<file path="src/rtl/layer_sequencer.sv">
`default_nettype none
// ============================================================================
// layer_sequencer : load / weight-read / position-scan / drain sequencer for a
// multi-layer conv engine. Optional POOL pass built in when SEQ_POOL_EN is defined.
// Rev 1.0
// ============================================================================
module layer_sequencer #(
   parameter int IMG_PIX  = 784,
   parameter int CNT_W    = 5,
   parameter int GRP_W    = 8,
   parameter int WA_W     = 11,
   parameter int BA_W     = 7,
   parameter int W_READS  = 4,
   parameter int PIPE_LAT = 2
) (
   input  logic             clk,
   input  logic             rst_n,
   input  logic             enable,
   input  logic             stall,
   input  logic [2:0]       cfg_layers,
   input  logic [CNT_W-1:0] cfg_dim,
   input  logic [GRP_W-1:0] cfg_grps,
   output logic             busy,
   output logic             load_en,
   output logic             rd_w,
   output logic [WA_W-1:0]  w_addr,
   output logic [BA_W-1:0]  b_addr,
   output logic             pos_valid,
   output logic [CNT_W-1:0] x_cnt,
   output logic [CNT_W-1:0] y_cnt,
   output logic [2:0]       layer_idx,
   output logic [GRP_W-1:0] grp_cnt,
   output logic             wr_en,
   output logic [CNT_W-1:0] wr_x,
   output logic [CNT_W-1:0] wr_y,
   output logic             layer_done,
   output logic             done
);

   localparam int LD_W = (IMG_PIX > 1)  ? $clog2(IMG_PIX)  : 1;
   localparam int RC_W = (W_READS > 1)  ? $clog2(W_READS)  : 1;
   localparam int DR_W = (PIPE_LAT > 1) ? $clog2(PIPE_LAT) : 1;

   typedef enum logic [2:0] {
      S_IDLE  = 3'd0,
      S_LOAD  = 3'd1,
      S_RD_W  = 3'd2,
      S_CONV  = 3'd3,
      S_DRAIN = 3'd4,
      S_DONE  = 3'd5
`ifdef SEQ_POOL_EN
      ,
      S_POOL   = 3'd6,
      S_PDRAIN = 3'd7
`endif
   } state_t;

   state_t           state_q, state_d;
   logic [2:0]       layers_q, layers_d;
   logic [CNT_W-1:0] dim_q, dim_d;
   logic [GRP_W-1:0] grps_q, grps_d;
   logic [LD_W-1:0]  ld_cnt_q, ld_cnt_d;
   logic [RC_W-1:0]  rd_cnt_q, rd_cnt_d;
   logic [DR_W-1:0]  dr_cnt_q, dr_cnt_d;
   logic [WA_W-1:0]  w_addr_q, w_addr_d;
   logic [BA_W-1:0]  b_addr_q, b_addr_d;
   logic [CNT_W-1:0] x_q, x_d, y_q, y_d;
   logic [2:0]       layer_q, layer_d;
   logic [GRP_W-1:0] grp_q, grp_d;

   logic [PIPE_LAT-1:0]            pv_q;
   logic [PIPE_LAT-1:0][CNT_W-1:0] px_q, py_q;

   // Per-layer geometry: D shrinks by one per layer (floor of 1), G grows 4x
   logic [2:0]       layers_eff;
   logic [CNT_W-1:0] layer_ext, dim_cur, dim_last;
   logic [GRP_W-1:0] grp_tot, grp_last;
   logic             last_layer;

   assign layers_eff = (layers_q == 3'd0) ? 3'd1 : layers_q;
   assign layer_ext  = CNT_W'(layer_q);
   assign dim_cur    = (dim_q > layer_ext) ? (dim_q - layer_ext) : CNT_W'(1);
   assign dim_last   = dim_cur - CNT_W'(1);
   assign grp_tot    = grps_q << {layer_q, 1'b0};
   assign grp_last   = grp_tot - GRP_W'(1);
   assign last_layer = (layer_q == (layers_eff - 3'd1));

`ifdef SEQ_POOL_EN
   logic [2:0]       fin_idx;
   logic [CNT_W-1:0] fin_ext, fin_dim, pool_dim, pool_last;

   assign fin_idx   = layers_eff - 3'd1;
   assign fin_ext   = CNT_W'(fin_idx);
   assign fin_dim   = (dim_q > fin_ext) ? (dim_q - fin_ext) : CNT_W'(1);
   assign pool_dim  = fin_dim >> 1;
   assign pool_last = pool_dim - CNT_W'(1);
`endif

   always_comb begin
      state_d    = state_q;
      layers_d   = layers_q;
      dim_d      = dim_q;
      grps_d     = grps_q;
      ld_cnt_d   = ld_cnt_q;
      rd_cnt_d   = rd_cnt_q;
      dr_cnt_d   = dr_cnt_q;
      w_addr_d   = w_addr_q;
      b_addr_d   = b_addr_q;
      x_d        = x_q;
      y_d        = y_q;
      layer_d    = layer_q;
      grp_d      = grp_q;
      load_en    = 1'b0;
      rd_w       = 1'b0;
      pos_valid  = 1'b0;
      layer_done = 1'b0;
      done       = 1'b0;
      if (!stall) begin
         unique case (state_q)
            S_IDLE: begin
               if (enable) begin
                  // Addresses restart at zero for every new sequence
                  layers_d = cfg_layers;
                  dim_d    = cfg_dim;
                  grps_d   = cfg_grps;
                  ld_cnt_d = '0;
                  w_addr_d = '0;
                  b_addr_d = '0;
                  layer_d  = '0;
                  grp_d    = '0;
                  state_d  = S_LOAD;
               end
            end
            S_LOAD: begin
               load_en = 1'b1;
               if (ld_cnt_q == LD_W'(IMG_PIX - 1)) begin
                  ld_cnt_d = '0;
                  state_d  = S_RD_W;
               end else begin
                  ld_cnt_d = ld_cnt_q + LD_W'(1);
               end
            end
            S_RD_W: begin
               rd_w     = 1'b1;
               w_addr_d = w_addr_q + WA_W'(1);
               if (rd_cnt_q == RC_W'(W_READS - 1)) begin
                  rd_cnt_d = '0;
                  b_addr_d = b_addr_q + BA_W'(1);
                  state_d  = S_CONV;
               end else begin
                  rd_cnt_d = rd_cnt_q + RC_W'(1);
               end
            end
            S_CONV: begin
               pos_valid = 1'b1;
               if (x_q == dim_last) begin
                  x_d = '0;
                  if (y_q == dim_last) begin
                     y_d     = '0;
                     state_d = S_DRAIN;
                  end else begin
                     y_d = y_q + CNT_W'(1);
                  end
               end else begin
                  x_d = x_q + CNT_W'(1);
               end
            end
            S_DRAIN: begin
               if (dr_cnt_q == DR_W'(PIPE_LAT - 1)) begin
                  dr_cnt_d = '0;
                  if (grp_q != grp_last) begin
                     grp_d   = grp_q + GRP_W'(1);
                     state_d = S_RD_W;
                  end else begin
                     layer_done = 1'b1;
                     if (!last_layer) begin
                        grp_d   = '0;
                        layer_d = layer_q + 3'd1;
                        state_d = S_RD_W;
                     end else begin
`ifdef SEQ_POOL_EN
                        if (pool_dim != '0) begin
                           grp_d   = '0;
                           layer_d = layer_q + 3'd1;
                           state_d = S_POOL;
                        end else begin
                           state_d = S_DONE;
                        end
`else
                        state_d = S_DONE;
`endif
                     end
                  end
               end else begin
                  dr_cnt_d = dr_cnt_q + DR_W'(1);
               end
            end
`ifdef SEQ_POOL_EN
            S_POOL: begin
               pos_valid = 1'b1;
               if (x_q == pool_last) begin
                  x_d = '0;
                  if (y_q == pool_last) begin
                     y_d     = '0;
                     state_d = S_PDRAIN;
                  end else begin
                     y_d = y_q + CNT_W'(1);
                  end
               end else begin
                  x_d = x_q + CNT_W'(1);
               end
            end
            S_PDRAIN: begin
               if (dr_cnt_q == DR_W'(PIPE_LAT - 1)) begin
                  dr_cnt_d = '0;
                  state_d  = S_DONE;
               end else begin
                  dr_cnt_d = dr_cnt_q + DR_W'(1);
               end
            end
`endif
            S_DONE: begin
               done    = 1'b1;
               state_d = S_IDLE;
            end
            default: state_d = S_IDLE;
         endcase
      end
   end

   always_ff @(posedge clk) begin
      if (!rst_n) begin
         state_q  <= S_IDLE;
         layers_q <= '0;
         dim_q    <= '0;
         grps_q   <= '0;
         ld_cnt_q <= '0;
         rd_cnt_q <= '0;
         dr_cnt_q <= '0;
         w_addr_q <= '0;
         b_addr_q <= '0;
         x_q      <= '0;
         y_q      <= '0;
         layer_q  <= '0;
         grp_q    <= '0;
      end else begin
         state_q  <= state_d;
         layers_q <= layers_d;
         dim_q    <= dim_d;
         grps_q   <= grps_d;
         ld_cnt_q <= ld_cnt_d;
         rd_cnt_q <= rd_cnt_d;
         dr_cnt_q <= dr_cnt_d;
         w_addr_q <= w_addr_d;
         b_addr_q <= b_addr_d;
         x_q      <= x_d;
         y_q      <= y_d;
         layer_q  <= layer_d;
         grp_q    <= grp_d;
      end
   end

   // Write-position delay line advances only on non-stalled cycles
   always_ff @(posedge clk) begin
      if (!rst_n) begin
         pv_q <= '0;
         px_q <= '0;
         py_q <= '0;
      end else if (!stall) begin
         for (int i = PIPE_LAT - 1; i > 0; i--) begin
            pv_q[i] <= pv_q[i-1];
            px_q[i] <= px_q[i-1];
            py_q[i] <= py_q[i-1];
         end
         pv_q[0] <= pos_valid;
         px_q[0] <= x_q;
         py_q[0] <= y_q;
      end
   end

   assign busy      = (state_q != S_IDLE);
   assign w_addr    = w_addr_q;
   assign b_addr    = b_addr_q;
   assign x_cnt     = x_q;
   assign y_cnt     = y_q;
   assign layer_idx = layer_q;
   assign grp_cnt   = grp_q;
   assign wr_en     = pv_q[PIPE_LAT-1] & ~stall;
   assign wr_x      = px_q[PIPE_LAT-1];
   assign wr_y      = py_q[PIPE_LAT-1];

endmodule
`default_nettype wire

</file>
<file path="config.mk">
export PLATFORM = sky130hd
export DESIGN_NAME = layer_sequencer
export DESIGN_NICKNAME = d
export VERILOG_FILES = /design/src/rtl/layer_sequencer.sv
export SDC_FILE = /design/constraint.sdc
export NUM_CORES = 1
export LEC_CHECK = 0
export BUFFER_PORTS_ARGS = -buffer_cell sky130_fd_sc_hd__buf_2
export CAP_MARGIN = 0
export CORE_MARGIN = 1
export CORE_UTILIZATION = 30
export DETAILED_ROUTE_END_ITERATION = 8
export GPL_ROUTABILITY_DRIVEN = 0
export PLACE_DENSITY = 0.52
export SLEW_MARGIN = 20
export SYNTH_ARGS = -nofsm -noshare
export SYNTH_HDL_FRONTEND = slang
export SYNTH_SLANG_ARGS = --single-unit
</file>
<file path="constraint.sdc">
create_clock -name clk -period 3.1 [get_ports clk]
set_input_delay 0.31 -clock clk [delete_from_list [all_inputs] [get_ports clk]]
set_output_delay 0.31 -clock clk [all_outputs]
set_load 0.02 [all_outputs]
</file>
=== Yosys cells after proc, flatten, opt, wreduce, memory -nomap -nowiden ===
Cells that the tools add are included.

* Shift operators: 1
* Muxes and demuxes: 45
* $add $sub $neg: 13
* Bitwise logic cells: 2
* Reductions and logical operators: 17
* Eq/ne operators: 20
* $lt $le $gt $ge: 1

{| class="wikitable"
|+ Operators by type and width
! operator !! number
|-
| two-way mux 3 bit || 13
|-
| two-way mux 8 bit || 4
|-
| one-hot mux 11 bit (2 select lines) || 1
|-
| two-way mux 10 bit || 2
|-
| one-hot mux 10 bit (2 select lines) || 1
|-
| != test 2 bit, second input constant || 8
|-
| one-hot mux 8 bit (2 select lines) || 1
|-
| two-way mux 5 bit || 3
|-
| one-hot mux 3 bit (5 select lines) || 1
|-
| two-way mux 7 bit || 2
|-
| one-hot mux 7 bit (2 select lines) || 1
|-
| two-way mux 1 bit || 13
|-
| AND reduction 3 bit || 4
|-
| adder 11 x 1 -> 11 bit, second input constant || 1
|-
| two-way mux 11 bit || 1
|-
| adder 10 x 1 -> 10 bit, second input constant || 1
|-
| adder 5 x 1 -> 5 bit, second input constant || 2
|-
| == test 10 bit, second input constant || 1
|-
| == test 5 bit || 2
|-
| adder 8 x 1 -> 8 bit, second input constant || 1
|-
| != test 8 bit || 1
|-
| << shifter 8 x 4 -> 8 bit || 1
|-
| subtractor 8 x 1 -> 8 bit, second input constant || 1
|-
| adder 7 x 1 -> 7 bit, second input constant || 1
|-
| other kinds (25) || 32
|}

* Bits in registers: 93
* Bits of input ports: 20
* Output and inout bits: 56

=== Longest topological paths before layout ===
Gate-level depths: netlist of run 1.

* Depth in word-level cells: 8
* Depth in mapped cells: 15

=== Worst setup path after synthesis of run 1 ===
No wires, ideal clock.

* Path kind: register to register
* Start point: register layer_q[1] (netlist: layer_idx[1])
* End point: register y_q[3] (netlist: y_cnt[3])
* Data arrival time: 3467 ps
* Path buffers: 1
* Path slack: -438 ps
* Stages on the path, launching flop included: 12
* Period minus slack after synthesis: 3538 ps
* Cells stage by stage: dfxtp_1 > buf_2 > inv_1 > fa_1 > or4b_1 > o21ai_1 > a21oi_1 > a311o_1 > a2111oi_4 > nand3_2 > or4_1 > a21oi_1

* Longest elaborated chain between the ends: 5
* Elaborated cells on any way between the ends: 8
* Classes of those cells: add/sub (2); order compare (1); eq/ne (2); mux (2); reduce/logical (1)

{| class="wikitable"
|+ Ends and longest elaborated chain
! element !! line !! RTL
|-
| start, declared || 68 || <nowiki>logic [2:0] layer_q, layer_d;</nowiki>
|-
| start signal, assigned || 258 || <nowiki>layer_q <= layer_d;</nowiki>
|-
| subtractor 5 x 3 -> 5 bit / > comparator 5 x 3 -> 1 bit (equally long branches) || 82 || <nowiki>assign dim_cur = (dim_q > layer_ext) ? (dim_q - layer_ext) : CNT_W'(1);</nowiki>
|-
| two-way mux 5 bit * || 82 ||
|-
| subtractor 5 x 1 -> 5 bit * || 83 || <nowiki>assign dim_last = dim_cur - CNT_W'(1);</nowiki>
|-
| == test 5 bit, on equally long branches || 156, 158 ||
|-
| AND reduction 3 bit (no source line) / two-way mux 5 bit (equally long branches) || -- ||
|-
| end signal, assigned || 257 || <nowiki>y_q <= y_d;</nowiki>
|-
| end, declared || 67 || <nowiki>logic [CNT_W-1:0] x_q, x_d, y_q, y_d;</nowiki>
|}

Every way passes the cells marked *; elsewhere a longest branch is shown, timed or not.
A chain may end at the register's enable or synchronous reset.

=== Final worst setup path of run 1 ===
* Start point: register layer_q[0] (netlist: layer_idx[0])
* End point: register y_q[3] (netlist: y_cnt[3])

Same word-level chain as after synthesis.

==> results of run 1 <==
## registers in the layout, indices dropped and copies added (netlist names), 7 cells and up
register and count:
grps_q 8, b_addr 7, ld_cnt_q 10, grp_cnt 8, w_addr 11
## final timing paths
path                start        to  cells after the start
min            cfg_dim[3]  dim_q[3]                      3
min reg2reg      dim_q[0]  dim_q[0]                      2
max          layer_idx[0]  y_cnt[3]                     12
max reg2reg  layer_idx[0]  y_cnt[3]                     12
## power breakdown
part / leakage [nW] / switching, mW / total [mW] / internal [mW]
Combinational: 1.77 / 1.18 / 2.22 / 1.04
Clock: 0.154 / 0.504 / 1.16 / 0.660
Sequential: 0.754 / 0.132 / 1.43 / 1.29
## worst max-delay path, stage by stage, from the launching register on
cell and delay [ns]:
dfxtp_4 0.35, buf_6 0.11, ha_4 0.15, inv_2 0.05, fa_2 0.44, or4b_4 0.51, o21ai_4 0.09, a21oi_2 0.05
a311o_1 0.38, a2111oi_4 0.45, nand3_2 0.13, or4_1 0.40, a21oi_1 0.13
## kinds of logic (layout without fill, tap and decap cells)
group / after synthesis / after routing
and+or+nand+nor: 253 / 253
AOI/OAI and AO/OA: 107 / 107
DFF: 93 / 93
buffers and inverters: 55 / 154
xor gates and xnor gates: 44 / 44
muxes: 38 / 38
adders and majority gates: 15 / 15
## metrics by stage
stage	hold WS, ns	TNS [ns]
6_report	0.195	-0.932
5_1_grt	0.195	-2.96
4_1_cts	0.183	-0.302
3_5_place_dp	0.449	-0.156
3_3_place_gp	0.448	0
2_1_floorplan	0.433	0
## timing repair
action | 4_1_cts | 5_1_grt
setup endpoints to repair | 5 | 14
pin swaps | 7 | 19
gates resized for setup | 15 | 46
setup buffers | 3 | 16
cloned | 0 | 0
## per-layer routing
| metal | global-route usage | share of wire | vias up | wire length (um) |
|---|---|---|---|---|
| met5 | 0 | 0 | - | 0 |
| met4 | 0.0543 | 0.012 | 0 | 156 |
| met3 | 0.0315 | 0.037 | 12 | 481 |
| met2 | 0.260 | 0.49 | 69 | 6380 |
| met1 | 0.187 | 0.46 | 2146 | 6030 |
| li1 | - | - | 2305 | - |
## Yosys cell counts, drive strengths merged (2+ instances only)
master	n	area, um2
a2bb2oi	3	26.3
a21oi	42	221
or2	3	18.8
nand2	73	274
nor2b	7	43.8
mux2i	29	290
nor2	78	293
o211ai	5	37.5
nand3	23	120
a211oi	2	15.0
and3	11	68.8
xnor2	25	219
nor4	5	31.3
o31ai	3	22.5
or3	8	50.1
o311a	3	30.0
nor3b	3	22.5
mux2	7	82.6
nand4b	3	26.3
o22ai	3	18.8
mux4	2	45.0
buf	21	125
a31oi	4	25.0
and2	3	18.8
or4	4	30.0
nand2b	4	25.0
or3b	2	17.5
and4	3	26.3
nand4	8	50.1
nor3	8	40.0
xor2	17	149
inv	18	67.6
clkbuf	15	56.3
nand3b	3	22.5
a21o	4	30.0
ha	14	175
a32o	2	20.0
a2111oi	4	60.1
o21ai	23	115
dfxtp	93	1860
## layout make-up
| cell class | count | area [um2] |
|---|---|---|
| multi-input cells | 457 | 3230 |
| inverters | 19 | 73.8 |
| clock buffers | 10 | 239 |
| well taps | 220 | 275 |
| repair buffers | 119 | 746 |
| fillers | 1658 | 10000 |
| flip-flops and latches | 93 | 1870 |
| clock inverters | 6 | 73.8 |
==> metrics, run 1 <==
outcome=finished with violations; failing checks=negative setup slack; Die Height=132 um; First-pass DRT Iterations=5; Ys Warns=0; final worst path period need=around 3.3 ns; CP Max Fanout=3; DIE WIDTH=around 130 um; RSZ-0062 raised after global routing=yes; Final Max Slew Viols=0; WP data arrival=about 3.6 ns; Post-Synth Adder-Cell Area=0.0386; placed cell area=around 5800 um2; DRT iter0 DRCs=between 150 and 200; Leak Pwr=around 2.7 nW; VDD IR max=0.392 mV; CTS Root Cell=clkbuf_16; simple-gate portion of the synthesized area=0.240; Num CTS Buffers=9; most common cell after layout, fill and taps aside=dfxtp_1; Post-synth ARST share=0; EDFF count, synth=0; Setup CP Type=register to register; CTS tree=built; Final setup viols=10; min-delay worst type=input pin to register; DR DRC count=0; Reg clk slew, reported paths=approximately 0.07 ns; Layout area overhead=28.7%; post-synthesis cell count=roughly 610; Die ar.=between 15,000 and 20,000 um2; Post-Layout Cell Count=approximately 920; Place WS=-0.0544 ns; Synth Area in Compound Gates=0.139; DP HPWL=9370 um; Antenna diodes=0; initial antenna violation count=0; crit path capture type=register; # Max-Cap Violations=0; synthesized flop and latch total=93; flop2flop setup slack=-0.19 ns; Avg Inst Size Synth=8.36 um2; Fmax achieved=304 MHz; xor/xnor share of the synthesized area=0.0818; final instance area=between 6000 and 7000 um2; vias in the first global route=approximately 4,400; CP Launch Type=register; H-Tree Depth=3; Rel. slew slack=0.560; Longest Clk Path Bufs=2; mux cell area share after synthesis=0.0826; Inst Count DP=890; data required time of the worst path=between 3 and 4 ns; first-pass GRT wire length=~21,000 um; Starting Density=0.306; Fin. Hold Viols=0; Global Route Usage Sum=0.152; GRT overflow=0; pin count of the biggest net entering global routing=60; largest family of logic cells by synthesized area=simple AND/OR/NAND/NOR gates; sequential area share after synthesis=0.368; Clock Skew=0.00796 ns; hold_buf cts=0; number of I/O port buffers=75; Final Power=between 4 and 5 mW; WL/cell=~14 um; Final Util=0.394; antenna viol nets, final=0; syn_nets=640; Nets=734; Power per Cell Area=around 740 nW/um2; num rows=between 40 and 50; period utilisation layout=1.06; Synth Flop Type=dfxtp_1; Worst-Skew Late Latency=about 0.35 ns; final setup margin=-0.187 ns; layout cells sized above 1=0.281; Clock Sinks=just over 90; DRT Wirelength=between 10,000 and 15,000 um; Worst Max-Slew Pin Slew=0.661 ns; most frequent cells in the layout=89 x dfxtp_1, 75 x nor2_1, 74 x buf_2; Core Area=between 15,000 and 20,000 um2; synthesized area=between 5000 and 6000 um2; Via Count=around 4,500; vias per cell=about 4.9; Netlist cell types=67; IO Count=between 70 and 80
Power figures use the tool's default switching activity.
==> run 2, diff against run 1 <==
--- a/config.mk
+++ b/config.mk
@@ -12,6 +12,7 @@
 export DETAILED_ROUTE_END_ITERATION = 8
 export GPL_ROUTABILITY_DRIVEN = 0
 export PLACE_DENSITY = 0.52
+export RECOVER_POWER = 50
 export SLEW_MARGIN = 20
 export SYNTH_ARGS = -nofsm -noshare
 export SYNTH_HDL_FRONTEND = slang
==> run 2 against run 1 <==
Against the previous run: the flow still finishes with violations (negative setup slack); utilization down 0.36 points; total power hardly changed; via count is 0.18% higher; flip-flop and latch count stayed put; final cell count is the same; die area unchanged; worst hold slack about the same; critical path depth unchanged; largest power group unchanged; highest routed layer unchanged.
==> metrics, run 2 (synthesized netlist as in run 1, its figures left out) <==
num rows=47; number of I/O port buffers=75; Switching Fraction=0.378; antenna viol nets, final=0; Post-Layout Cell Count=924; failing checks=negative setup slack; Setup CP Type=register to register; initial antenna violation count=0; max reg flops=11; Num CTS Buffers=9; Layout area overhead=27.5%; combinational share of power=0.461; hold wc startpoint=cfg_dim[3]; First-pass DRT Iterations=6; Reg clk slew, reported paths=about 0.07 ns; Fmax achieved=302 MHz; layout cells sized above 1=0.217; Final Max Slew Viols=0; Longest Clk Path Bufs=2; vias per cell=about 5; GRT overflow=0; Antenna diodes=0; DRT iter0 DRCs=roughly 190; Core Area=between 15,000 and 20,000 um2; IO Count=76; Nets=~730; Power per Cell Area=between 700 and 800 nW/um2; Final Util=0.390; reg2reg end=y_cnt[3]; Seq pwr share=0.297; internal power=2.99 mW; VDD IR max=roughly 0.39 mV; Net Sw Power=1.82 mW; # Max-Cap Violations=0; area of the multi-input gates=between 3000 and 4000 um2; flop2flop setup slack=-0.21 ns; worst-case reg-to-reg path depth=12; WP data arrival=3.57 ns; fill count=between 1,500 and 2,000; register area=~1900 um2; Hold EP=dim_q[3]; most frequent cells in the layout=89 x dfxtp_1, 75 x nor2_1, 72 x nand2_1; CTS Root Cell=clkbuf_16; power share of the clock group=0.242; Starting Density=0.306; outcome=finished with violations; hold_buf cts=0; reg2reg start=layer_idx[0]; Via Count=roughly 4,500; Fin. Hold Viols=0; DR DRC count=0; Clock Skew=between 0.006 and 0.007 ns; Clock Sinks=93; Die ar.=around 17,000 um2; Rel. slew slack=0.137; pin count of the biggest net entering global routing=60; CP Max Fanout=3; Worst-Skew Late Latency=0.35 ns; most common cell after layout, fill and taps aside=dfxtp_1; final setup margin=-0.207 ns; min-delay worst type=input pin to register; final worst path period need=roughly 3.3 ns; DP HPWL=~9400 um; Worst Setup SP=layer_idx[0]; period utilisation layout=1.07; vias in the first global route=4,389; worst hold stages=3; RSZ-0062 raised after global routing=yes; Final setup viols=10; data required time of the worst path=roughly 3.4 ns; crit path capture type=register; CP Launch Type=register; Leak Pwr=approximately 2.5 nW; H-Tree Depth=3; DIE WIDTH=132 um; Global Route Usage Sum=0.152; Inst Count DP=890; CTS tree=built; Die Height=132 um; Worst Max-Slew Pin Slew=approximately 1.3 ns; first-pass GRT wire length=about 21,000 um; DRT Wirelength=around 13,000 um; WL/cell=~14 um
==> run 2: repair_timing <==
item / 4_1_cts / 5_1_grt
setup endpoints to repair: 5 / 14
pin swaps: 7 / 19
setup buffers: 3 / 16
resized for setup: 15 / 46
==> run 2: area by class of cell <==
type                            instances  area share
Inverter                               19      0.0114
Tap cell                              220      0.0427
Clock inverter                          6      0.0114
Clock buffer                           10      0.0370
Sequential cell                        93       0.290
Timing Repair Buffer                  119       0.106
Multi-Input combinational cell        457       0.500
==> run 2: worst max path at each step <==
stage,to,depth (start not counted)
5_1_grt,y_cnt[4],12
3_3_place_gp,y_cnt[3],12
3_5_place_dp,y_cnt[3],12
4_1_cts,y_cnt[3],12
6_report,y_cnt[3],12
2_1_floorplan,y_cnt[3],15
==> run 2: through the flow <==
stage | setup TNS [ns] | total power, mW | hold WS (ns) | worst slack [ns] | instance area (um2)
2_1_floorplan | 0 | 2.76 | 0.433 | 0.00521 | 5140
3_5_place_dp | -0.156 | 3.25 | 0.449 | -0.0544 | 5790
3_3_place_gp | 0 | 3.23 | 0.448 | 0.0428 | 5790
4_1_cts | -0.302 | 4.49 | 0.183 | -0.104 | 6170
6_report | -1.00 | 4.81 | 0.195 | -0.207 | 6450
5_1_grt | -3.15 | 5.14 | 0.195 | -0.336 | 6450
==> run 2: power by group through the flow <==
stage / Sequential, mW / Combinational (mW) / Clock [mW]
finish: 1.43 / 2.21 / 1.16
global route: 1.45 / 2.44 / 1.26
CTS: 1.43 / 1.87 / 1.20
detailed placement: 1.45 / 1.80 / 0
global placement: 1.45 / 1.78 / 0
floorplan: 1.41 / 1.36 / 0
==> run 2: metal layers <==
metal | part of all wire | track usage | vias to the layer above
met5 | 0 | 0 | -
met4 | 0.014 | 0.0543 | 0
met3 | 0.038 | 0.0315 | 14
met2 | 0.49 | 0.260 | 71
met1 | 0.46 | 0.187 | 2151
li1 | - | - | 2304
==> run 2: critical path, cell delays in order (launching register included) <==
cell and delay (ns):
dfxtp_4 0.35, buf_6 0.11, ha_4 0.15, inv_2 0.05, fa_2 0.44, or4b_4 0.51
o21ai_4 0.09, a21oi_2 0.05, a311o_1 0.38, a2111oi_4 0.45, nand3_2 0.13, or4_1 0.40
a21oi_1 0.13
